[src/rtl/id_fwd_interlock_if.sv]
// Decode-stage operand bus: IF handoff, regfile read ports, forwarding stages and ID outputs.
interface id_fwd_interlock_if #(
  parameter int unsigned DATA_W  = 32,
  parameter int unsigned NUM_SRC = 2,
  parameter int unsigned NUM_FWD = 3,
  parameter int unsigned STALL_W = 6,
  parameter int unsigned CNT_W   = 16
);
  logic [STALL_W-1:0]        stall;
  logic                      if_ce;
  logic [31:0]               if_pc;
  logic [31:0]               inst_sram_rdata;
  logic [NUM_SRC-1:0]        src_used;
  logic [5*NUM_SRC-1:0]      rf_raddr;
  logic [DATA_W*NUM_SRC-1:0] rf_rdata;
  logic [NUM_FWD-1:0]        fwd_we;
  logic [5*NUM_FWD-1:0]      fwd_waddr;
  logic [DATA_W*NUM_FWD-1:0] fwd_wdata;
  logic [NUM_FWD-1:0]        fwd_pend;
  logic                      perf_clr;
  logic                      id_valid;
  logic [31:0]               id_pc;
  logic [31:0]               id_inst;
  logic [DATA_W*NUM_SRC-1:0] src_data;
  logic                      stallreq;
  logic [CNT_W-1:0]          stall_cnt;

  modport master (
    output stall, if_ce, if_pc, inst_sram_rdata, src_used, rf_rdata,
           fwd_we, fwd_waddr, fwd_wdata, fwd_pend, perf_clr,
    input  rf_raddr, id_valid, id_pc, id_inst, src_data, stallreq, stall_cnt
  );

  modport slave (
    input  stall, if_ce, if_pc, inst_sram_rdata, src_used, rf_rdata,
           fwd_we, fwd_waddr, fwd_wdata, fwd_pend, perf_clr,
    output rf_raddr, id_valid, id_pc, id_inst, src_data, stallreq, stall_cnt
  );
endinterface

[src/rtl/id_fwd_interlock.sv]
// IF->ID register with instruction replay buffer, priority operand forwarding,
// load-use interlock and saturating stall-cycle counter.
module id_fwd_interlock #(
  parameter int unsigned DATA_W  = 32,
  parameter int unsigned NUM_SRC = 2,
  parameter int unsigned NUM_FWD = 3,
  parameter int unsigned STALL_W = 6,
  parameter int unsigned CNT_W   = 16
) (
  input logic              clk,
  input logic              rst,
  id_fwd_interlock_if.slave bus
);

  logic               id_valid_q;
  logic [31:0]        id_pc_q;
  logic [31:0]        inst_buf;
  logic               buf_vld;
  logic [CNT_W-1:0]   stall_cnt_q;
  logic [31:0]        id_inst;
  logic [NUM_SRC-1:0] hazard;
  logic               stallreq;
  logic               unused_stall_bits;

  assign unused_stall_bits = ^{bus.stall[0], bus.stall[STALL_W-1:3]};

  always_ff @(posedge clk or negedge rst) begin
    if (!rst) begin
      id_valid_q <= 1'b0;
      id_pc_q    <= '0;
      inst_buf   <= '0;
      buf_vld    <= 1'b0;
    end else if (bus.stall[1] && !bus.stall[2]) begin
      id_valid_q <= 1'b0;
      id_pc_q    <= '0;
      buf_vld    <= 1'b0;
    end else if (!bus.stall[1]) begin
      id_valid_q <= bus.if_ce;
      id_pc_q    <= bus.if_pc;
      buf_vld    <= 1'b0;
    end else if (!buf_vld) begin
      // ID held: the SRAM only returns the word for one cycle, so keep it here
      inst_buf <= bus.inst_sram_rdata;
      buf_vld  <= 1'b1;
    end
  end

  always_ff @(posedge clk or negedge rst) begin
    if (!rst) begin
      stall_cnt_q <= '0;
    end else if (bus.perf_clr) begin
      stall_cnt_q <= '0;
    end else if (stallreq && (stall_cnt_q != '1)) begin
      stall_cnt_q <= stall_cnt_q + 1'b1;
    end
  end

  assign id_inst = !id_valid_q ? '0 : (buf_vld ? inst_buf : bus.inst_sram_rdata);

  for (genvar i = 0; i < NUM_SRC; i++) begin : g_src
    logic [4:0]        addr;
    logic [DATA_W-1:0] data;
    logic              haz;

    assign addr = id_inst[25-5*i -: 5];

    // Walk oldest to youngest so the youngest matching stage overrides.
    always_comb begin
      data = bus.rf_rdata[i*DATA_W +: DATA_W];
      haz  = 1'b0;
      for (int unsigned k = NUM_FWD; k > 0; k--) begin
        if (bus.fwd_we[k-1] && (bus.fwd_waddr[(k-1)*5 +: 5] == addr)) begin
          data = bus.fwd_wdata[(k-1)*DATA_W +: DATA_W];
          haz  = bus.fwd_pend[k-1];
        end
      end
      if (addr == 5'd0) begin
        data = '0;
        haz  = 1'b0;
      end
    end

    assign bus.rf_raddr[i*5 +: 5]           = addr;
    assign bus.src_data[i*DATA_W +: DATA_W] = data;
    assign hazard[i]                        = haz;
  end

  assign stallreq = id_valid_q & (|(bus.src_used & hazard));

  assign bus.id_valid  = id_valid_q;
  assign bus.id_pc     = id_pc_q;
  assign bus.id_inst   = id_inst;
  assign bus.stallreq  = stallreq;
  assign bus.stall_cnt = stall_cnt_q;

endmodule

[src/flat_wrapper.sv]
// flat-port wrapper written by rule: the top's interface ports become plain ports
module id_fwd_interlock_flat 
#(
  parameter int unsigned DATA_W  = 32,
  parameter int unsigned NUM_SRC = 2,
  parameter int unsigned NUM_FWD = 3,
  parameter int unsigned STALL_W = 6,
  parameter int unsigned CNT_W   = 16
)
  (clk, rst, bus_stall, bus_if_ce, bus_if_pc, bus_inst_sram_rdata, bus_src_used, bus_rf_rdata, bus_fwd_we, bus_fwd_waddr, bus_fwd_wdata, bus_fwd_pend, bus_perf_clr, bus_rf_raddr, bus_id_valid, bus_id_pc, bus_id_inst, bus_src_data, bus_stallreq, bus_stall_cnt);
  id_fwd_interlock_if #(.DATA_W(DATA_W), .NUM_SRC(NUM_SRC), .NUM_FWD(NUM_FWD), .STALL_W(STALL_W), .CNT_W(CNT_W)) bus_i ();
  input logic clk;
  input logic rst;
  input wire logic [$bits(bus_i.stall)-1:0] bus_stall;
  input wire logic [$bits(bus_i.if_ce)-1:0] bus_if_ce;
  input wire logic [$bits(bus_i.if_pc)-1:0] bus_if_pc;
  input wire logic [$bits(bus_i.inst_sram_rdata)-1:0] bus_inst_sram_rdata;
  input wire logic [$bits(bus_i.src_used)-1:0] bus_src_used;
  input wire logic [$bits(bus_i.rf_rdata)-1:0] bus_rf_rdata;
  input wire logic [$bits(bus_i.fwd_we)-1:0] bus_fwd_we;
  input wire logic [$bits(bus_i.fwd_waddr)-1:0] bus_fwd_waddr;
  input wire logic [$bits(bus_i.fwd_wdata)-1:0] bus_fwd_wdata;
  input wire logic [$bits(bus_i.fwd_pend)-1:0] bus_fwd_pend;
  input wire logic [$bits(bus_i.perf_clr)-1:0] bus_perf_clr;
  output wire logic [$bits(bus_i.rf_raddr)-1:0] bus_rf_raddr;
  output wire logic [$bits(bus_i.id_valid)-1:0] bus_id_valid;
  output wire logic [$bits(bus_i.id_pc)-1:0] bus_id_pc;
  output wire logic [$bits(bus_i.id_inst)-1:0] bus_id_inst;
  output wire logic [$bits(bus_i.src_data)-1:0] bus_src_data;
  output wire logic [$bits(bus_i.stallreq)-1:0] bus_stallreq;
  output wire logic [$bits(bus_i.stall_cnt)-1:0] bus_stall_cnt;
  assign bus_i.stall = bus_stall;
  assign bus_i.if_ce = bus_if_ce;
  assign bus_i.if_pc = bus_if_pc;
  assign bus_i.inst_sram_rdata = bus_inst_sram_rdata;
  assign bus_i.src_used = bus_src_used;
  assign bus_i.rf_rdata = bus_rf_rdata;
  assign bus_i.fwd_we = bus_fwd_we;
  assign bus_i.fwd_waddr = bus_fwd_waddr;
  assign bus_i.fwd_wdata = bus_fwd_wdata;
  assign bus_i.fwd_pend = bus_fwd_pend;
  assign bus_i.perf_clr = bus_perf_clr;
  assign bus_rf_raddr = bus_i.rf_raddr;
  assign bus_id_valid = bus_i.id_valid;
  assign bus_id_pc = bus_i.id_pc;
  assign bus_id_inst = bus_i.id_inst;
  assign bus_src_data = bus_i.src_data;
  assign bus_stallreq = bus_i.stallreq;
  assign bus_stall_cnt = bus_i.stall_cnt;
  id_fwd_interlock #(.DATA_W(DATA_W), .NUM_SRC(NUM_SRC), .NUM_FWD(NUM_FWD), .STALL_W(STALL_W), .CNT_W(CNT_W)) u_core (.clk(clk), .rst(rst), .bus(bus_i));
endmodule
[config.mk]
export PLATFORM = sky130hd
export DESIGN_NAME = id_fwd_interlock_flat
export DESIGN_NICKNAME = d
export VERILOG_FILES = /design/src/rtl/id_fwd_interlock_if.sv /design/src/rtl/id_fwd_interlock.sv /design/src/flat_wrapper.sv
export SDC_FILE = /design/constraint.sdc
export NUM_CORES = 1
export LEC_CHECK = 0
export ABC_AREA = 1
export CAP_MARGIN = 20
export CORE_AREA = 8 8 156 158
export DETAILED_ROUTE_END_ITERATION = 7
export DIE_AREA = 0 0 164 166
export PLACE_DENSITY = 0.75
export SLEW_MARGIN = 10
export SYNTH_ARGS = -nofsm -noshare
export SYNTH_HDL_FRONTEND = slang
export SYNTH_SLANG_ARGS = --single-unit
[constraint.sdc]
create_clock -name clk -period 1.8 [get_ports clk]
set_input_delay 0.18 -clock clk [delete_from_list [all_inputs] [get_ports clk]]
set_output_delay 0.18 -clock clk [all_outputs]
set_load 0.03 [all_outputs]
==> qor.txt <==
clock root cell: clkbuf_16
final setup TNS: -70.20 ns
Via density: 5.14
PD cells: 564 mW/mm^2
Initial Utilization: 0.331
Critical Path RT: 1.62 ns
Final Skew: 0.00972 ns
chip height: 166 um
Post-Route WL: 37.3 mm
commonest non-fill, non-tap cell in the layout: clkdlybuf4s50_1
r2r endpoint: u_core.bus.stall_cnt[9]
Nets: 1903
Yosys Warn Count: 0
Pre-antenna DRT Iters: 5
cells after synthesis: 1185
first-pass GRT wire length: 54.8 mm
via count: 9963
I/O pins: 413
synthesized area: 0.00730 mm^2
setup violators final: 106
most frequent cells in the layout: clkdlybuf4s50_1 (300), nand2_1 (268), inv_1 (113), buf_4 (105), dfrtp_1 (78)
Post-Syn Nets: 1443
port bufs: 408
CTS max path bufs: 2
final antenna-violating net count: 0
Design Power: 7.70 mW
CTS clock-pin slew for the worst setup and hold paths: 0.07 ns
Global Route met2 Usage: 0.438
Fmax: 0.366 GHz
Hold Vio Cnt, Final: 0
status: finished, violations left
largest net degree at the start of global routing: 65
CP startpoint kind: flip-flop
GPL Wtd Cong: 1.00
Critical-path top delay cell: dfrtp_2
Synth top area share: 0.281
CP cell instances: clkinv_4 > nand2_4 > a21oi_4 > nor2_1 > nor2_1 > nand2_1 > nor2_4 > buf_6 > buf_16 > nand2_1 > a31oi_1 > o21ai_1 > inv_2 > buf_6
worst IR drop on VDD: 0.490 mV
reg2reg start: u_core.buf_vld
grt met1 use: 0.277
max cap viols: 0
CTS H-Tree Depth: 3
Area Overhead vs Synth: 86.7%
initial antenna violation count: 6
gr busiest metal: met2
synthesized area per cell: 6.16 um^2
number of fill cells in the layout: 1966
vias in the first global route: 9961
GRT Resource Usage Total: 0.250
placed inst area: 0.0123 mm^2
die width: 164 um
post-place setup slack: -0.738 ns
design area: 0.0136 mm^2
R2R setup slack: -0.68 ns
failing checks: negative setup slack
share of cells above drive strength 1: 0.288
number of distinct library cells after synthesis: 35
DR iter-0 viols: 760
std cell rows: 55
slowest stage delay, CP: 0.47 ns
fin crit share: 1.52
Lkg Pwr: 6.60 nW
hpwl dp: 27.5 mm
sequential area share after synthesis: 0.281
DRC viols: 0
RSZ-0062 raised after global routing: true
Worst Setup Path Type: flip-flop to primary output
fin crit period: 2.74 ns
CP arrival: 2.56 ns
reg2reg path depth: 19
largest cells by area after synthesis: dfrtp_1 (28%), nand2_1 (15%), inv_1 (9.5%)
register bit total from synthesis: 82
area leader, netlist: dfrtp_1
met3 Use GR: 0.0706
TritonCTS clock tree: yes
CP Max Fanout: 7
worst-margin pin slew: 0.485 ns
Core ar.: 0.0221 mm^2
Hold Crit Class: primary input to asynchronous set/reset pin
Crit. End Element: primary output
clock latency on the worst-skew pair: 0.34 ns
wire per inst: 19.2 um
clock net sink count: 82
total global routing overflow: 0
CTS buffer count: 9
Die ar.: 0.0272 mm^2
final-report max-slew violation count: 0
Rel. slew slack: 0.677
setup slack after layout: -0.935 ns
area by class of cell:
class / count / area (um^2) / area share
antenna: 4 / 10.0 / 0.000734
clock buffer: 10 / 239 / 0.0175
clock inverter: 6 / 53.8 / 0.00395
inverter: 189 / 729 / 0.0535
multi-input combinational: 833 / 4570 / 0.335
sequential: 82 / 2060 / 0.151
tap: 285 / 357 / 0.0262
timing repair buffer: 529 / 5610 / 0.412
timing repair inverter: 1 / 3.75 / 0.000275
worst max path at each step:
stage                            startpoint               end  depth (start not counted)
detailed placement  bus_inst_sram_rdata[16]  bus_src_data[41]                         15
finish                       u_core.buf_vld  bus_src_data[21]                         14
CTS                          u_core.buf_vld  bus_src_data[58]                         13
global route                 u_core.buf_vld  bus_src_data[63]                         16
global placement    bus_inst_sram_rdata[17]  bus_src_data[41]                         13
floorplan                    u_core.buf_vld  bus_src_data[33]                         14
cell usage after synthesis:
cell,number
nand3b_1,1
nand4_1,17
a21oi_4,1
nor4_2,1
buf_4,13
nor3_1,2
or2_2,34
xor2_1,9
a21oi_1,67
ha_1,1
buf_6,5
or2_1,1
nor2_1,96
nor2_2,4
nand3_2,5
dfrtp_1,82
o21ai_0,98
o211ai_1,33
inv_1,185
a21oi_2,1
nand2_1,295
nand3_1,81
mux2i_1,22
buf_1,3
o21ai_1,2
nor4_1,2
clkbuf_1,43
xnor2_1,2
nand2_4,2
buf_2,18
a31oi_1,38
o21ai_2,1
o22ai_1,2
inv_2,4
nand2_2,14
cell families (layout without fill, tap and decap cells):
group,Yosys count,count (layout),share of synthesized area
AO/OA/AOI/OAI,243,243,0.187
XOR/XNOR,11,11,0.0132
adder cells (fa/ha/maj),1,1,0.00171
buffers and inverters,271,735,0.154
flip-flops,82,82,0.281
multiplexers,22,22,0.0302
other,0,4,0
AND/OR/NAND/NOR,555,556,0.332
worst max-delay path, delay by kind of cell, from the launching register on:
kind                   cells  cell delay (ns)
buffers and inverters      5             0.63
flip-flops                 1             0.47
AO/OA/AOI/OAI              3             0.48
AND/OR/NAND/NOR            6             0.63
per-layer routing:
layer,vias up,part of all wire
met5,-,0.0011
li1,4719,-
met4,6,0.046
met3,111,0.099
met1,4559,0.37
met2,568,0.49
state kept, by name, summed over array words and instances, names as in the netlist:
register              cells
u_core.bus.stall_cnt     16
u_core.bus.id_pc         32
u_core.buf_vld            1
u_core.inst_buf          32
u_core.bus.id_valid       1
power by group:
group	switching, mW	internal (mW)
Combinational	2.03	1.75
Clock	0.804	1.00
Sequential	0.0986	2.01
metrics by stage:
step	cells	util	hold WS (ns)
2_1_floorplan	1185	-	-0.116
3_3_place_gp	1884	0.555	0.180
3_5_place_dp	1884	0.555	0.176
4_1_cts	1913	0.588	0.342
5_1_grt	1938	0.617	0.372
6_report	1939	0.617	0.331
timing repair:
action | 4_1_cts | 5_1_grt
pin swaps | 18 | 62
hold buffers | 1 | 0
endpoints found under the setup margin | 119 | 119
setup buffers | 6 | 12
cloned | 6 | 10
resized for setup | 83 | 86
endpoints found under the hold margin | 35 | 0
Power figures use the tool's default switching activity.
